`config.mk`:
```
export PLATFORM = sky130hd
export DESIGN_NAME = rom_read_seq
export DESIGN_NICKNAME = d
export VERILOG_FILES = /design/src/rtl/rom_read_seq.sv
export SDC_FILE = /design/constraint.sdc
export NUM_CORES = 1
export LEC_CHECK = 0
export ABC_AREA = 1
export BUFFER_PORTS_ARGS = -buffer_cell sky130_fd_sc_hd__buf_2
export CAP_MARGIN = 25
export CORE_ASPECT_RATIO = 2
export CORE_MARGIN = 1.5
export CORE_UTILIZATION = 25
export CTS_CLUSTER_SIZE = 10
export DETAILED_ROUTE_END_ITERATION = 8
export SLEW_MARGIN = 10
export SYNTH_ARGS = -nofsm -noshare
export SYNTH_HDL_FRONTEND = slang
export SYNTH_SLANG_ARGS = --single-unit
export TNS_END_PERCENT = 30
```
`constraint.sdc`:
```
create_clock -name clk1 -period 1.3 [get_ports clk1]
set_input_delay 0 -clock clk1 [delete_from_list [all_inputs] [get_ports clk1]]
set_output_delay 0 -clock clk1 [all_outputs]
set_load 0.02 [all_outputs]
```
`src/rtl/rom_read_seq.sv`:
```
// Burst read sequencer in front of a registered lookup ROM. It issues 1..MAXB
// wrapping addresses, packs the returned beats and offers them on valid/ready.
module rom_read_seq #(
    parameter int AW     = 2,
    parameter int DW     = 2,
    parameter int RD_LAT = 1,
    parameter int MAXB   = 4
) (
    input  logic                clk1,
    input  logic                reset,
    input  logic                start,
    input  logic [AW-1:0]       base_addr,
    input  logic [2:0]          burst_len,
    input  logic [DW-1:0]       rd_data,
    output logic [AW-1:0]       mem_addr,
    output logic                busy,
    output logic [DW*MAXB-1:0]  out_data,
    output logic                out_valid,
    input  logic                out_ready
);

    typedef enum logic [1:0] {IDLE, ISSUE, WAIT, HOLD} state_t;

    typedef struct packed {
        logic          valid;
        logic [AW-1:0] idx;
    } tag_t;

    state_t            state, state_d;
    logic [2:0]        len;
    logic [2:0]        clamped_len;
    logic [AW-1:0]     issue_idx;
    logic [AW-1:0]     last_idx;
    tag_t [RD_LAT:0]   tag_pipe;
    tag_t              push_tag;
    tag_t              cap_tag;
    logic              launch;
    logic              advance;
    logic              cap_last;

    assign clamped_len = (burst_len == 3'd0 || burst_len > 3'(MAXB)) ? 3'(MAXB) : burst_len;
    assign last_idx    = AW'(len - 3'd1);

    // The oldest tag lines up with the ROM data for the beat it describes.
    assign cap_tag   = tag_pipe[RD_LAT];
    assign cap_last  = cap_tag.valid && (cap_tag.idx == last_idx);

    assign busy      = (state != IDLE);
    assign out_valid = (state == HOLD);

    // NOTE: sequential state uses non-blocking assignments so every register
    // samples pre-edge values regardless of statement order.
    always_ff @(posedge clk1 or posedge reset) begin
        if (reset) state <= IDLE;
        else       state <= state_d;
    end

    // NOTE: every output of this block gets a default first, so no path
    // through the case statement can leave a latch behind.
    always_comb begin
        state_d        = state;
        launch         = 1'b0;
        advance        = 1'b0;
        push_tag.valid = 1'b0;
        push_tag.idx   = '0;
        case (state)
            IDLE:    if (start) begin
                         state_d = ISSUE;
                         launch  = 1'b1;
                     end
            ISSUE:   if (issue_idx == last_idx) state_d = WAIT;
                     else                       advance = 1'b1;
            WAIT:    if (cap_last)  state_d = HOLD;
            HOLD:    if (out_ready) state_d = IDLE;
            default: state_d = IDLE;
        endcase
        if (launch || advance) begin
            push_tag.valid = 1'b1;
            push_tag.idx   = launch ? '0 : AW'(issue_idx + 1'b1);
        end
    end

    // NOTE: the tag pipe is cleared on reset because a stale valid tag would
    // write a discarded beat into the next burst.
    always_ff @(posedge clk1 or posedge reset) begin
        if (reset) begin
            mem_addr  <= '0;
            out_data  <= '0;
            len       <= '0;
            issue_idx <= '0;
            tag_pipe  <= '0;
        end else begin
            tag_pipe <= {tag_pipe[RD_LAT-1:0], push_tag};
            if (launch) begin
                len       <= clamped_len;
                mem_addr  <= base_addr;
                issue_idx <= '0;
                out_data  <= '0;
            end else begin
                if (advance) begin
                    mem_addr  <= mem_addr + 1'b1;
                    issue_idx <= issue_idx + 1'b1;
                end
                if (cap_tag.valid)
                    out_data[DW*cap_tag.idx +: DW] <= rd_data;
            end
        end
    end

endmodule

```
==> reports/qor.csv, run 1 <==
stage,metric,value,unit
clock_network,clock-sinks,22,
drt,drc,0,
sta,fmax,757,MHz
floorplan,fp.dieH,101,um
sta,setup_slack,-21.3,ps
drt,first_pass_iters,3,
critical_path,required,1480,ps
logic_synthesis,avgSynthCellArea,8.62,sq um
global_routing,antenna_found_initial,0,
cells_and_area,layout_common_cells,"nand2_1 (26), buf_2 (22), dfrtp_1 (21), inv_1 (16), buf_4 (15)",
sta,slew_viol_final,0,
cells_and_area,fill_cells,500,
logic_synthesis,synth_xor_area_share,1.45,%
floorplan,io_pins,23,
cells_and_area,nNetsFinal,209,
sta,hold_viol_final,1,
global_routing,grt_pass1_wl,4530,um
sta,rsz0062_at_grt,yes,
global_routing,groute.usage.overall,11.6,%
cells_and_area,fin_area,0.00173,sq mm
sta,setup_viol,2,
sta,max-slew-margin-rel,80.5,%
sta,period_needed,1320,ps
drt,dr_total_vias,1057,
power,swShare,42.9,%
min_path,hp-class,in2reg,
logic_synthesis,netlist_area,0.00121,sq mm
critical_path,crit_fanout,4,
placement,routabilityCongestion,0.752,
logic_synthesis,synth_compound_area_share,7.15,%
floorplan,die_w,52.1,um
status,violations,"hold timing, setup timing",
critical_path,slowest_stage,dfrtp_1,
floorplan,die-area,0.00528,sq mm
clock_network,htree_levels,1,
critical_path,crit_path_start_kind,flip-flop,
job,maxCapViolCount,0,
global_routing,met3_usage,1.77,%
power,irDropWorstVdd,0.611,mV
global_routing,grt_max_degree,23,
placement,placed_area,0.00153,sq mm
logic_synthesis,yosys.area.top_type,dfrtp_1,
logic_synthesis,yosys_most_used_dff,dfrtp_1,
logic_synthesis,synth_cells,140,
global_routing,grt_util_met1,10.0,%
clock_network,clkLatencyLatePin,270,ps
cells_and_area,final_common_cell,nand2_1,
clock_network,cts_tree,yes,
power,p_int,0.00215,W
power,leakage,0.899,nW
global_routing,grt_overflow_total,0,
placement,place_ws,-26.7,ps
critical_path,cp_slowest_stage_delay,410,ps
logic_synthesis,yosysWarnings,0,
logic_synthesis,syn-num-nets,161,
sta,worst_slew_pin_slew,293,ps
global_routing,first_global_vias,1068,
drt,via_per_inst,4.37,
logic_synthesis,synth_fa_ha_area_share,10.4,%
power,powerDensity,2170,mW/mm^2
power,pwr-share-clk,13.5,%
power,seqPwrFrac,28.9,%
clock_network,cts_root_buf,clkbuf_8,
critical_path,cp.arrival,1500,ps
status,status,"complete, but fails checks",
cells_and_area,area_delta_synth_final,43.4,%
drt,antenna_left,0,
floorplan,coreArea,0.00464,sq mm
critical_path,crit_type,reg2reg,
global_routing,met2_usage,23.9,%
drt,drtIter0Drc,20,
critical_path,worstPathCellList,"inv_2, ha_4, buf_4, nand3_1, o31ai_2",
logic_synthesis,synthSimpleGateAreaFrac,27.7,%
global_routing,top_usage_layer,met2,
sta,holdWs,-11.4,ps
floorplan,initial_core_util,26.0,%
logic_synthesis,synth_top_family_by_area,simple AND/OR/NAND/NOR gates,
drt,wl_per_cell,11.6,um
cells_and_area,diodes,0,
clock_network,numCtsBuffers,3,
drt,routed_wl,2810,um
sta,skew,2.51,ps
cells_and_area,layout-drive-gt1-share,40.1,%
cells_and_area,fin_util,37.3,%
logic_synthesis,synth_top_area_share,45.6,%
logic_synthesis,synthTopCellsByArea,"dfrtp_1 (46%), ha_1 (10%), nand2_1 (9.6%), inv_1 (6.2%), nand3_1 (6.2%)",
power,p_sw,0.00161,W
power,p_comb_share,57.7,%
logic_synthesis,async_flop_share,100,%
clock_network,cts.clk_slew.worst_paths,80,ps
placement,hpwl,2170,um
clock_network,cts_buffer_depth,2,
floorplan,fp-row-count,35,
critical_path,cp-end-kind,flip-flop,
logic_synthesis,synthMuxAreaShare,0,%
logic_synthesis,synth_edf_count,0,
placement,port_buffers,22,
logic_synthesis,ys_seq_area_share,45.6,%
logic_synthesis,synth.distinct_cells,23,
sta,period_share,102,%
logic_synthesis,ys_seq_elements,22,
per-stage QoR:
stage / total power [W] / instances / hold slack [ps] / setup TNS (ps)
detailed placement: 0.00300 / 232 / 60.1 / -42.4
CTS: 0.00364 / 241 / 17.4 / -68.3
finish: 0.00376 / 242 / -11.4 / -22.6
global placement: 0.00299 / 232 / 53.4 / 0
floorplan: 0.00231 / 140 / -10.8 / -32.7
global route: 0.00408 / 242 / 24.5 / -826
cell families after synthesis:
group	Yosys count
compound gates	16
xor+xnor	2
fa+ha+maj	10
buf+inv	24
flops	22
simple gates	66
worst max-delay path: cells and delay by family (launching register included):
family	cells	cell delay (ps)
AOI/OAI and AO/OA	1	260
adders and majority gates	1	270
buffers and inverters	2	190
DFF	1	410
and+or+nand+nor	1	100
cell usage after synthesis, types with 2 or more instances:
cell     number
o21ai_1       4
nand3_1      15
nand2_1      31
nand2_4       2
nand3_2       3
o31ai_1       2
nand4_1       4
a21oi_1       2
o21ai_0       7
inv_2         2
dfrtp_1      22
inv_1        20
nor2_1        7
ha_1         10
metal layers:
layer | vias up | share of wire [%] | wire [um]
met5 | - | 0 | 0
met3 | 4 | 2.0 | 55
li1 | 541 | - | -
met2 | 11 | 62 | 1740
met1 | 501 | 34 | 966
met4 | 0 | 1.4 | 40
final cells by class:
| type | count | area, sq um | share of cell area (%) |
|---|---|---|---|
| inverter | 23 | 96.3 | 5.56 |
| clock buffer | 4 | 55.1 | 3.18 |
| multi-input combinational | 94 | 644 | 37.2 |
| sequential | 22 | 552 | 31.9 |
| timing repair buffer | 44 | 315 | 18.2 |
| tap | 55 | 68.8 | 3.97 |
worst paths after layout:
| check | start | to | slack, ps | depth (start not counted) |
|---|---|---|---|---|
| worst max register to register | cap_tag[0] | out_data[3] | -20 | 5 |
| worst max-delay path | cap_tag[0] | out_data[3] | -20 | 5 |
| min in group asynchronous | reset | len[0] | 300 | 4 |
| max in group asynchronous | reset | len[0] | 760 | 4 |
| worst min-delay path | burst_len[2] | len[0] | -10 | 4 |
| worst min register to register | tag_pipe[2] | cap_tag[2] | 350 | 0 |
timing repair:
| action | CTS | global route |
|---|---|---|
| buffers inserted | 2 | 1 |
| pin swaps | 6 | 9 |
| hold buffers | 3 | 0 |
| hold endpoints to repair | 24 | 0 |
| cloned | 0 | 0 |
| setup endpoints to repair | 5 | 17 |
| gates resized for setup | 9 | 18 |
power groups by stage:
stage / Clock [W] / Sequential [W] / Combinational [W]
after floorplan: 0 / 0.00115 / 0.00116
after global placement: 0 / 0.00109 / 0.00190
after detailed placement: 0 / 0.00109 / 0.00191
after CTS: 0.000509 / 0.00108 / 0.00205
after global routing: 0.000538 / 0.00111 / 0.00244
final: 0.000506 / 0.00109 / 0.00217
registers in the layout, indices dropped and copies added (netlist names):
name	count
issue_idx	2
cap_tag	3
mem_addr	2
state	2
tag_pipe	3
len	2
out_data	8
Note: power is estimated with default switching activity, not from simulation.
==> inputs of run 2 (changes only) <==
--- a/config.mk
+++ b/config.mk
@@ -13,6 +13,7 @@
 export CORE_UTILIZATION = 25
 export CTS_CLUSTER_SIZE = 10
 export DETAILED_ROUTE_END_ITERATION = 8
+export SETUP_SLACK_MARGIN = 0.1
 export SLEW_MARGIN = 10
 export SYNTH_ARGS = -nofsm -noshare
 export SYNTH_HDL_FRONTEND = slang
==> reports/qor.csv, run 2 (synthesized netlist as in run 1, its figures left out) <==
stage,metric,value,unit
cells_and_area,largest_reg_flops,8,
sta,holdWs,18.8,ps
critical_path,cp_slowest_stage_delay,380,ps
cells_and_area,area_delta_synth_final,49.4,%
status,status,"complete, but fails checks",
critical_path,rrSetupSlack,-2,ps
power,leakage,0.896,nW
global_routing,first_global_vias,1108,
status,violations,setup timing,
min_path,min_to,len[0],
drt,drtIter0Drc,24,
clock_network,clock-sinks,22,
cells_and_area,fin_cells,243,
floorplan,die-area,0.00528,sq mm
critical_path,crit_path_start_kind,flip-flop,
drt,first_pass_iters,4,
floorplan,die_w,52.1,um
critical_path,cp-end-kind,flip-flop,
sta,fmax,768,MHz
placement,placed_cells,230,
min_path,holdPathStages,4,
clock_network,cts_root_buf,clkbuf_8,
drt,antenna_left,0,
placement,placed_area,0.00151,sq mm
power,irDropWorstVdd,0.913,mV
cells_and_area,fill_cells,489,
clock_network,cts.clk_slew.worst_paths,80,ps
critical_path,path_delay_family,simple AND/OR/NAND/NOR gates,
cells_and_area,layout_common_cells,"dfrtp_1 (21), buf_2 (21), nand2_1 (18), buf_4 (17), nand2_2 (13)",
cells_and_area,nNetsFinal,211,
cells_and_area,fin_util,38.9,%
drt,dr_total_vias,1089,
placement,hpwl,2110,um
sta,rsz0062_at_grt,yes,
global_routing,grt_pass1_wl,4690,um
critical_path,worstPathCellList,"inv_2, ha_4, nand2_8, inv_4, or3_1, o21ai_1",
critical_path,r2r-end,out_data[6],
clock_network,htree_levels,1,
sta,skew,4.63,ps
min_path,hp-start,burst_len[2],
clock_network,numCtsBuffers,3,
floorplan,coreArea,0.00464,sq mm
critical_path,crit_type,reg2reg,
global_routing,antenna_found_initial,0,
job,maxCapViolCount,0,
sta,period_share,100,%
cells_and_area,layout-drive-gt1-share,54.8,%
drt,routed_wl,2910,um
drt,drc,0,
critical_path,cp.arrival,1500,ps
placement,port_buffers,22,
floorplan,fp.dieH,101,um
global_routing,grt_max_degree,23,
clock_network,clkLatencyLatePin,260,ps
critical_path,slowest_stage,or3_1,
power,powerDensity,2230,mW/mm^2
cells_and_area,fin_area,0.00180,sq mm
placement,routabilityCongestion,0.783,
critical_path,r2r-start,state[0],
global_routing,grt_overflow_total,0,
min_path,hp-class,in2reg,
drt,via_per_inst,4.48,
clock_network,cts_tree,yes,
sta,max-slew-margin-rel,80.3,%
cells_and_area,top_register,out_data,
global_routing,groute.usage.overall,11.8,%
floorplan,initial_core_util,26.0,%
cells_and_area,diodes,0,
sta,period_needed,1300,ps
drt,wl_per_cell,12.0,um
critical_path,path_buf_inv,2,
floorplan,fp-row-count,35,
sta,setup_viol,1,
sta,worst_slew_pin_slew,296,ps
floorplan,io_pins,23,
clock_network,cts_buffer_depth,2,
placement,place_ws,-0.825,ps
critical_path,required,1490,ps
sta,setup_slack,-2.07,ps
sta,hold_viol_final,0,
critical_path,reg2reg_depth,6,
critical_path,crit_fanout,4,
sta,slew_viol_final,0,
[run 2: changes by cell type in the layout (fill, tap and decap cells not counted), moves of 4 or more]
cell and delta:
ha_2 +4, nor2_1 -4, inv_2 +6, nand2_1 -8
nand2_2 +8, ha_1 -4, inv_1 -6
[run 2: area by class of cell]
type / count / area [sq um] / share of cell area [%]
clock buffers: 3 / 41.3 / 2.29
inverters: 23 / 96.3 / 5.34
multi-input cells: 94 / 717 / 39.7
repair buffers: 46 / 329 / 18.2
flip-flops and latches: 22 / 552 / 30.6
well taps: 55 / 68.8 / 3.81
[run 2: report_power, final]
group	switching (W)	internal [W]	total [W]	leakage (nW)
clock	0.000216	0.000207	0.000423	0.0216
sequential	0.000182	0.000908	0.00109	0.286
combinational	0.00136	0.00115	0.00251	0.588
total	0.00176	0.00226	0.00403	0.896
[run 2: worst max-delay path by stage]
| stage | to | cells after the start | slack [ps] | start |
|---|---|---|---|---|
| after floorplan | out_data[6] | 4 | -20 | cap_tag[0] |
| after global placement | state[0] | 8 | 9 | len[0] |
| after detailed placement | out_data[6] | 4 | -0.8 | cap_tag[0] |
| after CTS | out_data[6] | 6 | -1 | state[0] |
| after global routing | out_data[3] | 8 | -70 | cap_tag[1] |
| final | out_data[6] | 6 | -2 | state[0] |
[run 2: through the flow]
| stage | total power (W) | TNS (ps) |
|---|---|---|
| global placement | 0.00298 | 0 |
| CTS | 0.00378 | -1.39 |
| floorplan | 0.00235 | -32.7 |
| global route | 0.00438 | -544 |
| finish | 0.00403 | -2.07 |
| detailed placement | 0.00300 | -0.825 |
[run 2: timing repair]
action | CTS | global route
hold buffers | 2 | 0
pin swaps | 23 | 17
gates cloned | 0 | 0
gates resized for setup | 31 | 26
buffers inserted | 6 | 2
endpoints found under the hold margin | 23 | 0
endpoints found under the setup margin | 16 | 19
[run 2: routing by layer]
metal / part of all wire [%] / vias up / global-route usage (%) / routed length, um
li1: - / 550 / - / -
met2: 61 / 15 / 24.0 / 1790
met1: 34 / 517 / 11.0 / 982
met4: 2.3 / 0 / 4.73 / 66
met3: 2.5 / 7 / 1.77 / 72
met5: 0 / - / 0 / 0
[run 2: worst register-to-register path: stages, from the launching register on]
cell and delay (ps):
dfrtp_1 360, inv_2 60, ha_4 180, nand2_8 80, inv_4 40, or3_1 380
o21ai_1 140
